[config.mk]
export PLATFORM = sky130hd
export DESIGN_NAME = fir_output_requantizer
export DESIGN_NICKNAME = d
export VERILOG_FILES = /design/src/rtl/fir_output_requantizer.sv
export SDC_FILE = /design/constraint.sdc
export NUM_CORES = 1
export LEC_CHECK = 0
export ABC_AREA = 1
export CAP_MARGIN = 20
export CORE_ASPECT_RATIO = 1.4
export CORE_MARGIN = 4
export CORE_UTILIZATION = 35
export DETAILED_ROUTE_END_ITERATION = 16
export HOLD_SLACK_MARGIN = 0.06
export SLEW_MARGIN = 25
export SYNTH_ARGS = -nofsm -noshare
export SYNTH_HDL_FRONTEND = slang
export SYNTH_SLANG_ARGS = --single-unit
[constraint.sdc]
create_clock -name axi_clk -period 2.9 [get_ports axi_clk]
set_clock_uncertainty 0.15 [all_clocks]
set_input_delay 0.58 -clock axi_clk [delete_from_list [all_inputs] [get_ports axi_clk]]
set_output_delay 0.58 -clock axi_clk [all_outputs]
set_load 0.03 [all_outputs]
[src/rtl/fir_output_requantizer.sv]
// Round-half-up arithmetic right shift with saturation, behind a two-entry AXI4-Stream skid buffer.
// Define REQUANT_SAT_STATS_EN to add the sat_count / sat_sticky saturation statistics ports.
//
// state    | meaning
// ST_EMPTY | main and skid registers both empty
// ST_ONE   | main register holds a beat, skid empty
// ST_FULL  | main and skid both hold beats, upstream stalled
module fir_output_requantizer #(
  parameter int DATA_INPUT  = 32,
  parameter int DATA_OUTPUT = 16,
  parameter int SHIFT       = 7
) (
  input  logic                   axi_clk,
  input  logic                   axi_reset,
  input  logic                   s_axis_valid,
  input  logic [DATA_INPUT-1:0]  s_axis_data,
  output logic                   s_axis_ready,
  output logic                   m_axis_valid,
  output logic [DATA_OUTPUT-1:0] m_axis_data,
  input  logic                   m_axis_ready
`ifdef REQUANT_SAT_STATS_EN
  ,
  output logic [15:0]            sat_count,
  output logic                   sat_sticky
`endif
);

  typedef enum logic [1:0] {
    ST_EMPTY = 2'd0,
    ST_ONE   = 2'd1,
    ST_FULL  = 2'd2
  } state_t;

  localparam int RND_POS = (SHIFT > 0) ? SHIFT - 1 : 0;
  localparam logic signed [DATA_INPUT:0] ROUND =
    (SHIFT > 0) ? ({{DATA_INPUT{1'b0}}, 1'b1} << RND_POS) : '0;
  localparam logic signed [DATA_INPUT:0] Q_MAX =
    {{(DATA_INPUT+2-DATA_OUTPUT){1'b0}}, {(DATA_OUTPUT-1){1'b1}}};
  localparam logic signed [DATA_INPUT:0] Q_MIN =
    {{(DATA_INPUT+2-DATA_OUTPUT){1'b1}}, {(DATA_OUTPUT-1){1'b0}}};
  localparam logic [DATA_OUTPUT-1:0] OUT_MAX = {1'b0, {(DATA_OUTPUT-1){1'b1}}};
  localparam logic [DATA_OUTPUT-1:0] OUT_MIN = {1'b1, {(DATA_OUTPUT-1){1'b0}}};

  state_t                  r_state;
  state_t                  w_state_nxt;
  logic                    r_main_valid;
  logic                    r_skid_valid;
  logic [DATA_OUTPUT-1:0]  r_main_data;
  logic [DATA_OUTPUT-1:0]  r_skid_data;

  logic                    w_accept;
  logic                    w_xfer;
  logic                    w_load_main_in;
  logic                    w_load_main_skid;
  logic                    w_load_skid;

  logic signed [DATA_INPUT:0] w_ext;
  logic signed [DATA_INPUT:0] w_r;
  logic signed [DATA_INPUT:0] w_q;
  logic                       w_sat_hi;
  logic                       w_sat_lo;
  logic [DATA_OUTPUT-1:0]     w_q_out;

  // One extra bit keeps the rounding add from wrapping at the positive extreme.
  assign w_ext    = $signed({s_axis_data[DATA_INPUT-1], s_axis_data});
  assign w_r      = w_ext + ROUND;
  assign w_q      = w_r >>> SHIFT;
  assign w_sat_hi = (w_q > Q_MAX);
  assign w_sat_lo = (w_q < Q_MIN);
  assign w_q_out  = w_sat_hi ? OUT_MAX :
                    w_sat_lo ? OUT_MIN : w_q[DATA_OUTPUT-1:0];

  assign s_axis_ready = ~r_skid_valid;
  assign m_axis_valid = r_main_valid;
  assign m_axis_data  = r_main_data;

  assign w_accept = s_axis_valid & ~r_skid_valid;
  assign w_xfer   = r_main_valid & m_axis_ready;

  always_comb begin
    w_state_nxt      = r_state;
    w_load_main_in   = 1'b0;
    w_load_main_skid = 1'b0;
    w_load_skid      = 1'b0;
    case (r_state)
      ST_EMPTY: begin
        if (w_accept) begin
          w_state_nxt    = ST_ONE;
          w_load_main_in = 1'b1;
        end
      end
      ST_ONE: begin
        if (w_accept && w_xfer) begin
          w_load_main_in = 1'b1;
        end else if (w_accept) begin
          w_state_nxt = ST_FULL;
          w_load_skid = 1'b1;
        end else if (w_xfer) begin
          w_state_nxt = ST_EMPTY;
        end
      end
      ST_FULL: begin
        if (w_xfer) begin
          w_state_nxt      = ST_ONE;
          w_load_main_skid = 1'b1;
        end
      end
      default: w_state_nxt = ST_EMPTY;
    endcase
  end

  always_ff @(posedge axi_clk) begin
    if (axi_reset) begin
      r_state      <= ST_EMPTY;
      r_main_valid <= 1'b0;
      r_skid_valid <= 1'b0;
    end else begin
      r_state      <= w_state_nxt;
      r_main_valid <= (w_state_nxt != ST_EMPTY);
      r_skid_valid <= (w_state_nxt == ST_FULL);
    end
  end

  always_ff @(posedge axi_clk) begin
    if (axi_reset) begin
      r_main_data <= '0;
      r_skid_data <= '0;
    end else begin
      if (w_load_main_in) begin
        r_main_data <= w_q_out;
      end else if (w_load_main_skid) begin
        r_main_data <= r_skid_data;
      end
      if (w_load_skid) begin
        r_skid_data <= w_q_out;
      end
    end
  end

`ifdef REQUANT_SAT_STATS_EN
  logic [15:0] r_sat_count;
  logic        r_sat_sticky;
  logic        w_sat_event;

  assign w_sat_event = w_accept & (w_sat_hi | w_sat_lo);

  always_ff @(posedge axi_clk) begin
    if (axi_reset) begin
      r_sat_count  <= '0;
      r_sat_sticky <= 1'b0;
    end else if (w_sat_event) begin
      r_sat_sticky <= 1'b1;
      if (r_sat_count != 16'hFFFF) begin
        r_sat_count <= r_sat_count + 16'd1;
      end
    end
  end

  assign sat_count  = r_sat_count;
  assign sat_sticky = r_sat_sticky;
`else
  // Saturation flags feed only the output mux in this build.
`endif

endmodule

* Yosys cells after proc, flatten, opt, wreduce, memory -nomap -nowiden
Cells that the tools add are included.
W data, S select, Z words.
** Storage, ports and cells
- Input bits :: 36
- Output and inout port bits :: 18
- Logic and storage cells :: 35
- Bits in registers :: 36
** Cells by class
- Bitwise logic cells :: 3
- $lt $le $gt $ge :: 2
- Add/sub/neg operators :: 1
- Reduce and logical (&&, ||, !) cells :: 4
- Equal/unequal tests :: 3
- Mux-type cells :: 17
** Operators with widths (number)
- $mux W16 :: 4
- $add A32 B8 Y33 const B :: 1
- $gt A26 B16 Y1 const B :: 1
- $lt A26 B16 Y1 const B :: 1
- $mux W2 :: 5
- $mux W1 :: 6
- $pmux W2 S3 :: 1
- $eq A2 B2 Y1 const B :: 2
- $reduce_bool A2 Y1 :: 2
- $and A1 B1 Y1 :: 2
- $eq A2 B1 Y1 const B :: 1
- $logic_not A2 Y1 :: 1
- $pmux W1 S2 :: 1
- $logic_and A1 B1 Y1 :: 1
- $not A1 Y1 :: 1

* Depth between registers and ports, before layout
- Word-level depth :: 6
- Gate-level depth with buffers :: 17
- Mapped depth without buffers :: 16

* Least setup slack after synthesis
Ideal clock, no wire load.
- Path kind :: input-to-reg
- Start :: input s_axis_data[6]
- End :: register r_skid_data[0]
- Arrival :: 2093 ps
- Buffers on the path :: 1
- Stages on the path :: 17
- Setup slack :: 543 ps
- Cells stage by stage :: ha_1 -> nand2_2 -> nor2_4 -> nand2_4 -> nor2_4 -> nand2_1 -> nand2_1 -> nand2_1 -> nor2_1 -> nand2_1 -> nor2_1 -> nand2_1 -> nand2_2 -> buf_8 -> nand2_2 -> o21ai_1 -> inv_1
** Between the ends
- Cells in the longest elaborated chain, start to end :: 4
- Elaborated cells on any way between the ends :: 5
** RTL lines
- start, declared :: line 16 : input logic [DATA_INPUT-1:0] s_axis_data,
- $add A32 B8 Y33 * :: line 66 : assign w_r = w_ext + ROUND;
- $lt A26 B16 Y1 :: line 69 : assign w_sat_lo = (w_q < Q_MIN);
- $mux W16 :: line 71 : w_sat_lo ? OUT_MIN : w_q[DATA_OUTPUT-1:0];
- $mux W16 * :: line 70 : assign w_q_out = w_sat_hi ? OUT_MAX :
- end signal, assigned :: line 135 : r_skid_data <= w_q_out;
- end, declared :: line 49 : logic [DATA_OUTPUT-1:0] r_skid_data;
Every way passes the cells marked *; elsewhere a longest branch is shown, timed or not.
A chain may end at the register's enable or synchronous reset.

* Worst setup path after layout
- Start :: input s_axis_data[16]
- End :: register r_skid_data[9]
The elaborated chain is that of the path after synthesis.

==> flow_metrics.py <==
metrics = {
    "synthesis": {
        "synthAdderAreaFrac": 0.00475,
        "ys_seq_area_frac": 0.274,
        "ys.flop_type": "dfxtp_1",
        "synth_largest_area_cell": "dfxtp_1",
        "yosysWarnings": 0,
        "syn-cell-area_sq_um": 2640,
        "ys_top_cells_by_area": "dfxtp_1, nand2_1, nor2_1",
        "synth_cell_types": 34,
        "synth_edf_count": 0,
        "syn_avg_cell_area_sq_um": 6.27,
        "postSynthCellCount": 420,
        "synth_most_common_cell": "nand2_1",
        "synth-simple-area-share": 0.445,
        "synth_top_area_share": 0.274,
        "synth_compound_gate_area_share": 0.103,
        "async_reset_ff_frac": 0,
        "synth_top_family_by_area": "simple AND/OR/NAND/NOR gates",
        "synth_common_cells": "nand2_1, nor2_1, inv_1",
        "synth-seq-cells": 36,
        "syn_nets": 457,
        "synth_xor_area_frac": 0.0594,
        "yosys-mux-area-fraction": 0,
    },
    "placement": {
        "finalWeightedCongestion": 0.892,
        "dp_slack_ns": -0.131,
        "placed_cells": 586,
        "hpwl_um": 5240,
        "portBuffers": 47,
    },
    "outcome": {
        "status": "finished clean",
    },
    "clocking": {
        "clk_latency_ns": 0.29,
        "cts_sinks": 36,
        "htreeDepth": 2,
        "numCtsBuffers": 5,
        "cts-root-buf": "clkbuf_8",
        "clk_pin_slew_worst_paths_ns": 0.07,
        "clk_path_buf_depth": 2,
        "cts_tree": "built",
        "cts_hold_buf": 0,
    },
    "sta": {
        "post-route-period-util": 0.923,
        "finalHoldViolations": 0,
        "post-route-min-period_ns": 2.68,
        "drv_slew": 0,
        "finalSetupViolCount": 0,
        "finalWorstSetupSlack_ns": 0.224,
        "fmax_mhz": 374,
        "worstMarginPinSlew_ns": 0.417,
        "fin_setup_tns_ns": 0,
        "relSlewSlack": 0.722,
    },
    "floorplan": {
        "core_area_sq_um": 7360,
        "rows": 37,
        "die-area_sq_um": 9000,
        "io_pins": 54,
        "die_y_um": 111,
        "die_width_um": 81.3,
        "start_util": 0.358,
    },
    "min_path": {
        "hold_path.class": "reg -> reg",
        "min_from": "r_skid_data[15]$_SDFFE_PP0P_",
        "hold_depth": 2,
        "hold_end": "r_skid_data[15]$_SDFFE_PP0P_",
    },
    "grt": {
        "grt_pass1_wl_um": 11200,
        "overflow": 0,
        "antenna_found_initial": 0,
        "grt_usage": 0.156,
        "grt_start_max_net_pins": 37,
        "grt_pass1_vias": 2578,
    },
    "critical_path": {
        "critPathCaptureType": "flop",
        "crit_required_ns": 2.93,
        "reg2reg_to": "m_axis_data[10]$_SDFFE_PP0P_",
        "startpoint_type": "input port",
        "crit_slowest_cell": "clkdlybuf4s50_1",
        "timing.rr.start": "m_axis_valid$_SDFF_PP0_",
        "rr_worst_depth": 10,
        "path_class": "in -> reg",
        "cp_max_fo": 7,
        "arrival_ns": 2.71,
        "cp_common_cell": "nand2_1",
        "critical-path-max-stage-delay_ns": 0.53,
        "r2r_slack_ns": 1.11,
        "cp_cell_sequence": "clkdlybuf4s50_1, nand2_1, nor2_2, nand2_1, nor2_1, nand2_1, nand2_1, nand2_1, nor2_1, nand2_1, nor2_1, nand2_1, nand2_2, clkbuf_16, nand2_2, o21ai_1, inv_1",
    },
    "route": {
        "drt_iter0_drc": 89,
        "drt_wl_total_um": 6580,
        "vias": 2640,
        "antenna_left": 0,
        "dr.pass1.iters": 4,
        "drt_drc_violations_left": 0,
        "vias_per_cell": 4.41,
        "wl_per_cell_um": 11.0,
    },
    "power": {
        "leakage_nw": 1.69,
        "powerDensity_nw_per_um2": 436,
        "vdd_drop_max_mv": 0.178,
    },
    "flow_run": {
        "cap_violations": 0,
    },
    "finish": {
        "final_cells": 599,
        "antenna_cells": 0,
        "finalNetCount": 538,
        "utilization": 0.489,
        "syn2layout_area_growth_pct": 36.5,
        "drive_above_1_share": 0.233,
    },
}
kinds of logic (layout without fill, tap and decap cells):
logic type,count (synthesis),in the layout
DFF,36,36
adders and majority gates,1,1
xor gates and xnor gates,17,17
and+or+nand+nor,252,252
AOI/OAI and AO/OA,44,44
buffers and inverters,70,152
state kept, by name, summed over array words and instances (netlist names):
name	flops
r_skid_valid	1
m_axis_valid	1
m_axis_data	16
r_state	2
r_skid_data	16
metrics by stage:
| stage | total power (W) | hold WS (ns) | cell area, sq um |
|---|---|---|---|
| floorplan | 0.000991 | 0.322 | 2640 |
| global placement | 0.00120 | 0.333 | 3420 |
| detailed placement | 0.00121 | 0.340 | 3420 |
| CTS | 0.00158 | 0.350 | 3510 |
| global route | 0.00167 | 0.376 | 3600 |
| finish | 0.00157 | 0.349 | 3600 |
layer usage:
layer | wire length [um] | GRT usage | part of all wire | vias to the layer above
met5 | 0 | 0 | 0 | -
met4 | 172 | 0.0778 | 0.026 | 0
met3 | 183 | 0.0154 | 0.028 | 12
met2 | 3600 | 0.290 | 0.55 | 37
met1 | 2620 | 0.167 | 0.40 | 1150
li1 | - | - | - | 1441
report_power, final:
part	internal (W)	switching, W	leakage [nW]
logic	0.000248	0.000352	1.34
registers	0.000567	0.0000341	0.295
clock network	0.000189	0.000179	0.0510
cell usage in the layout (no fill, tap or decap), types with 2 or more instances in the layout:
master,synthesis,routed
nand3_1,17,17
nand4_1,2,2
nor2_4,3,3
nand2_1,114,113
nand2_2,34,35
o21ai_0,6,2
nor2_1,63,59
inv_2,2,2
a21oi_2,10,10
o21ai_1,11,15
xor2_1,12,12
nor2_2,4,8
nand3_2,3,3
dlymetal6s2s_1,0,2
clkdlybuf4s50_1,0,45
buf_4,0,38
a21oi_1,11,11
dfxtp_1,36,36
o31ai_1,4,4
clkinv_2,0,2
xnor2_1,4,4
inv_1,54,54
clkbuf_8,1,6
nand3b_1,4,4
nor3_2,1,2
how the worst max path moves through the flow:
stage	slack (ns)	end	cells past startpoint	startpoint
after global placement	-0.10	r_skid_data[5]$_SDFFE_PP0P_	17	s_axis_data[16]
after detailed placement	-0.13	r_skid_data[4]$_SDFFE_PP0P_	18	s_axis_data[6]
after global routing	-0.0003	m_axis_data[6]$_SDFFE_PP0P_	15	s_axis_data[18]
final	0.22	r_skid_data[9]$_SDFFE_PP0P_	17	s_axis_data[16]
after floorplan	0.54	r_skid_data[0]$_SDFFE_PP0P_	17	s_axis_data[6]
after CTS	0.17	r_skid_data[4]$_SDFFE_PP0P_	18	s_axis_data[6]
worst max-delay path, delay by kind of cell:
| family | cells | cell delay (ns) |
|---|---|---|
| buffers and inverters | 3 | 0.75 |
| AND/OR/NAND/NOR | 13 | 1.25 |
| AO/OA/AOI/OAI | 1 | 0.11 |
what timing repair did:
action,in CTS,in global routing
endpoints found under the setup margin,0,17
gates resized for setup,0,13
setup buffers,0,4
layout make-up:
type	count	area [sq um]
clock buffer	6	82.6
clock inverter	2	10.0
fill	748	3760
inverter	57	214
multi-input combinational	314	1640
sequential	36	721
tap	97	121
timing repair buffer	87	806
(Power assumes the default switching activity.)
==> RTL edit (config.mk and constraints unchanged) <==
Set the parameter `DATA_OUTPUT` to 32 (it was 16).
--- a/src/rtl/fir_output_requantizer.sv
+++ b/src/rtl/fir_output_requantizer.sv
@@ -7,7 +7,7 @@
 // ST_FULL  | main and skid both hold beats, upstream stalled
 module fir_output_requantizer #(
   parameter int DATA_INPUT  = 32,
-  parameter int DATA_OUTPUT = 16,
+  parameter int DATA_OUTPUT = 32,
   parameter int SHIFT       = 7
 ) (
   input  logic                   axi_clk,
Interface: changed (resized m_axis_data); port bits go from 54 to 70. The function was not compared with the original's and may differ.
==> RTL edit against the unedited design <==
- combinational power rose by 18%
- routed wire length rose by 39%
- sequential cell count rose by 22
- area after synthesis rose by 22%
- total power rose by 74%
- final area rose by 15%
- register-to-register slack improved by 0.06 ns
- setup slack improved by 0.45 ns
- critical path type unchanged
- highest routed layer unchanged
==> RTL edit: results (changes against the unedited design) <==
[place]
place.gp.congestion = 0.9011  ; +0.99%
placed_cell_area_um2 = 3841  ; +12%
place.port_buffers = 63  ; +34%
dp.final_hpwl_um = 6673  ; +27%

[logic_synthesis]
synth_xor_area_frac = 0.02457  ; -0.03478
synth_seq_area_share = 0.3619  ; +0.08843
synth-compound-area-share = 0.1451  ; +0.04205
synth.area.top_cells = dfxtp_1 (36%), nand2_1 (16%), inv_1 (6.9%), nor2_1 (5.4%), a21oi_1 (5.3%)
synth_fa_ha_area_frac = 0.003900  ; -0.0008482
synth.distinct_cells = 38  ; +12%
yosys-top-cells-count = nand2_1 (141), inv_1 (59), dfxtp_1 (58), nor2_1 (46), a21oi_1 (34)
syn-num-nets = 525  ; +15%

[status]
status = finished, final reports clean

[clocking]
clock_path_buffers = 2  ; unchanged
cts_setup_buffers = 0  ; unchanged
cts_inserted_buffers = 9  ; +4
clk_pin_slew_ns = 0.05  ; -0.02 ns
clock-root-buffer = clkbuf_16
insertion_delay_ns = 0.33  ; +0.04 ns
cts_max_level = 3  ; +1

[finish]
nFillCells = 941  ; +26%
nets = 579  ; +7.6%
layout-drive-gt1-share = 0.08958  ; -0.1435

[setup_path]
crit_family = simple AND/OR/NAND/NOR gates
worstSetupStartpoint = s_axis_data[6]
timing.rr.end = m_axis_data[11]
reg2reg_depth = 8  ; -2
critical_path.endpoint = r_skid_data[11]
r2r-start = r_state[1]
r2r_setup_slack_ns = 1.17  ; +0.06 ns
path_max_fanout = 6  ; -1
cp.arrival_ns = 2.30  ; -0.41 ns

[global_route]
grt_pass1_vias = 3039  ; +18%
track_usage = 0.1797  ; +0.02355
grt_pass1_wl_um = 14760  ; +31%
grt_max_degree = 40  ; +8.1%

[worst_hold_path]
min_path_type = reg2reg

[drt]
vias = 3187  ; +21%
drt_iter0_markers = 118  ; +33%
wire_per_inst_um = 13.95  ; +27%
first_pass_iters = 4  ; unchanged

[power]
peakVddDrop_mv = 0.3209  ; +80%
leakagePower_nw = 1.787  ; +5.7%

[timing]
worstMarginPinSlew_ns = 0.7472  ; +0.3307 ns
tns_ns = 0  ; unchanged

-- RTL edit: cell count changes in the layout (fill, tap and decap cells not counted), moves of 13 or more --
cell             delta
clkdlybuf4s50_1    +18
o21ai_1            -14
nor2_1             -13
buf_4              -36
o21ai_0            +22
nand2_2            -28
a21oi_1            +23
nand3_1            +16
nand2_1            +28
dfxtp_1            +22
-- RTL edit: power breakdown --
part | leakage [nW] | internal (mW) | total (mW) | switching, mW
Sequential | 0.475 | 0.909 | 0.965 | 0.0561
Clock | 0.147 | 0.710 | 1.06 | 0.350
Combinational | 1.16 | 0.266 | 0.705 | 0.439
-- RTL edit: worst min-delay path by stage --
stage	slack [ns]	endpoint	cells after the start	start
2_1_floorplan	0.27	r_skid_data[0]	2	r_skid_data[0]
3_3_place_gp	0.28	r_skid_data[0]	2	r_skid_data[0]
3_5_place_dp	0.29	r_skid_data[0]	2	r_skid_data[0]
4_1_cts	0.30	r_skid_data[0]	2	r_skid_data[0]
5_1_grt	0.35	r_skid_data[0]	2	r_skid_data[0]
6_report	0.30	r_skid_data[0]	2	r_skid_data[0]
-- RTL edit: cell type report --
class	instances	share of cell area
multi-input cells	342	0.3974
well taps	107	0.03234
repair buffers	65	0.1559
flip-flops and latches	58	0.2804
clock buffers	14	0.06377
clock inverters	2	0.008462
inverters	66	0.06165
-- RTL edit: routing by layer --
layer	vias up	routed length, um	global-route usage
met3	20	457	0.03872
met4	0	259	0.07750
met2	86	4455	0.2900
met5	-	0	0
li1	1642	-	-
met1	1439	3954	0.2265
-- RTL edit: metrics by stage --
step / setup slack [ns] / cells / util
finish: 0.6718 / 654 / 0.4612
global route: 0.5050 / 654 / 0.4612
CTS: 0.6701 / 654 / 0.4612
detailed placement: 0.3340 / 638 / 0.4279
global placement: 0.3751 / 638 / 0.4279
floorplan: 1.098 / 488 / -
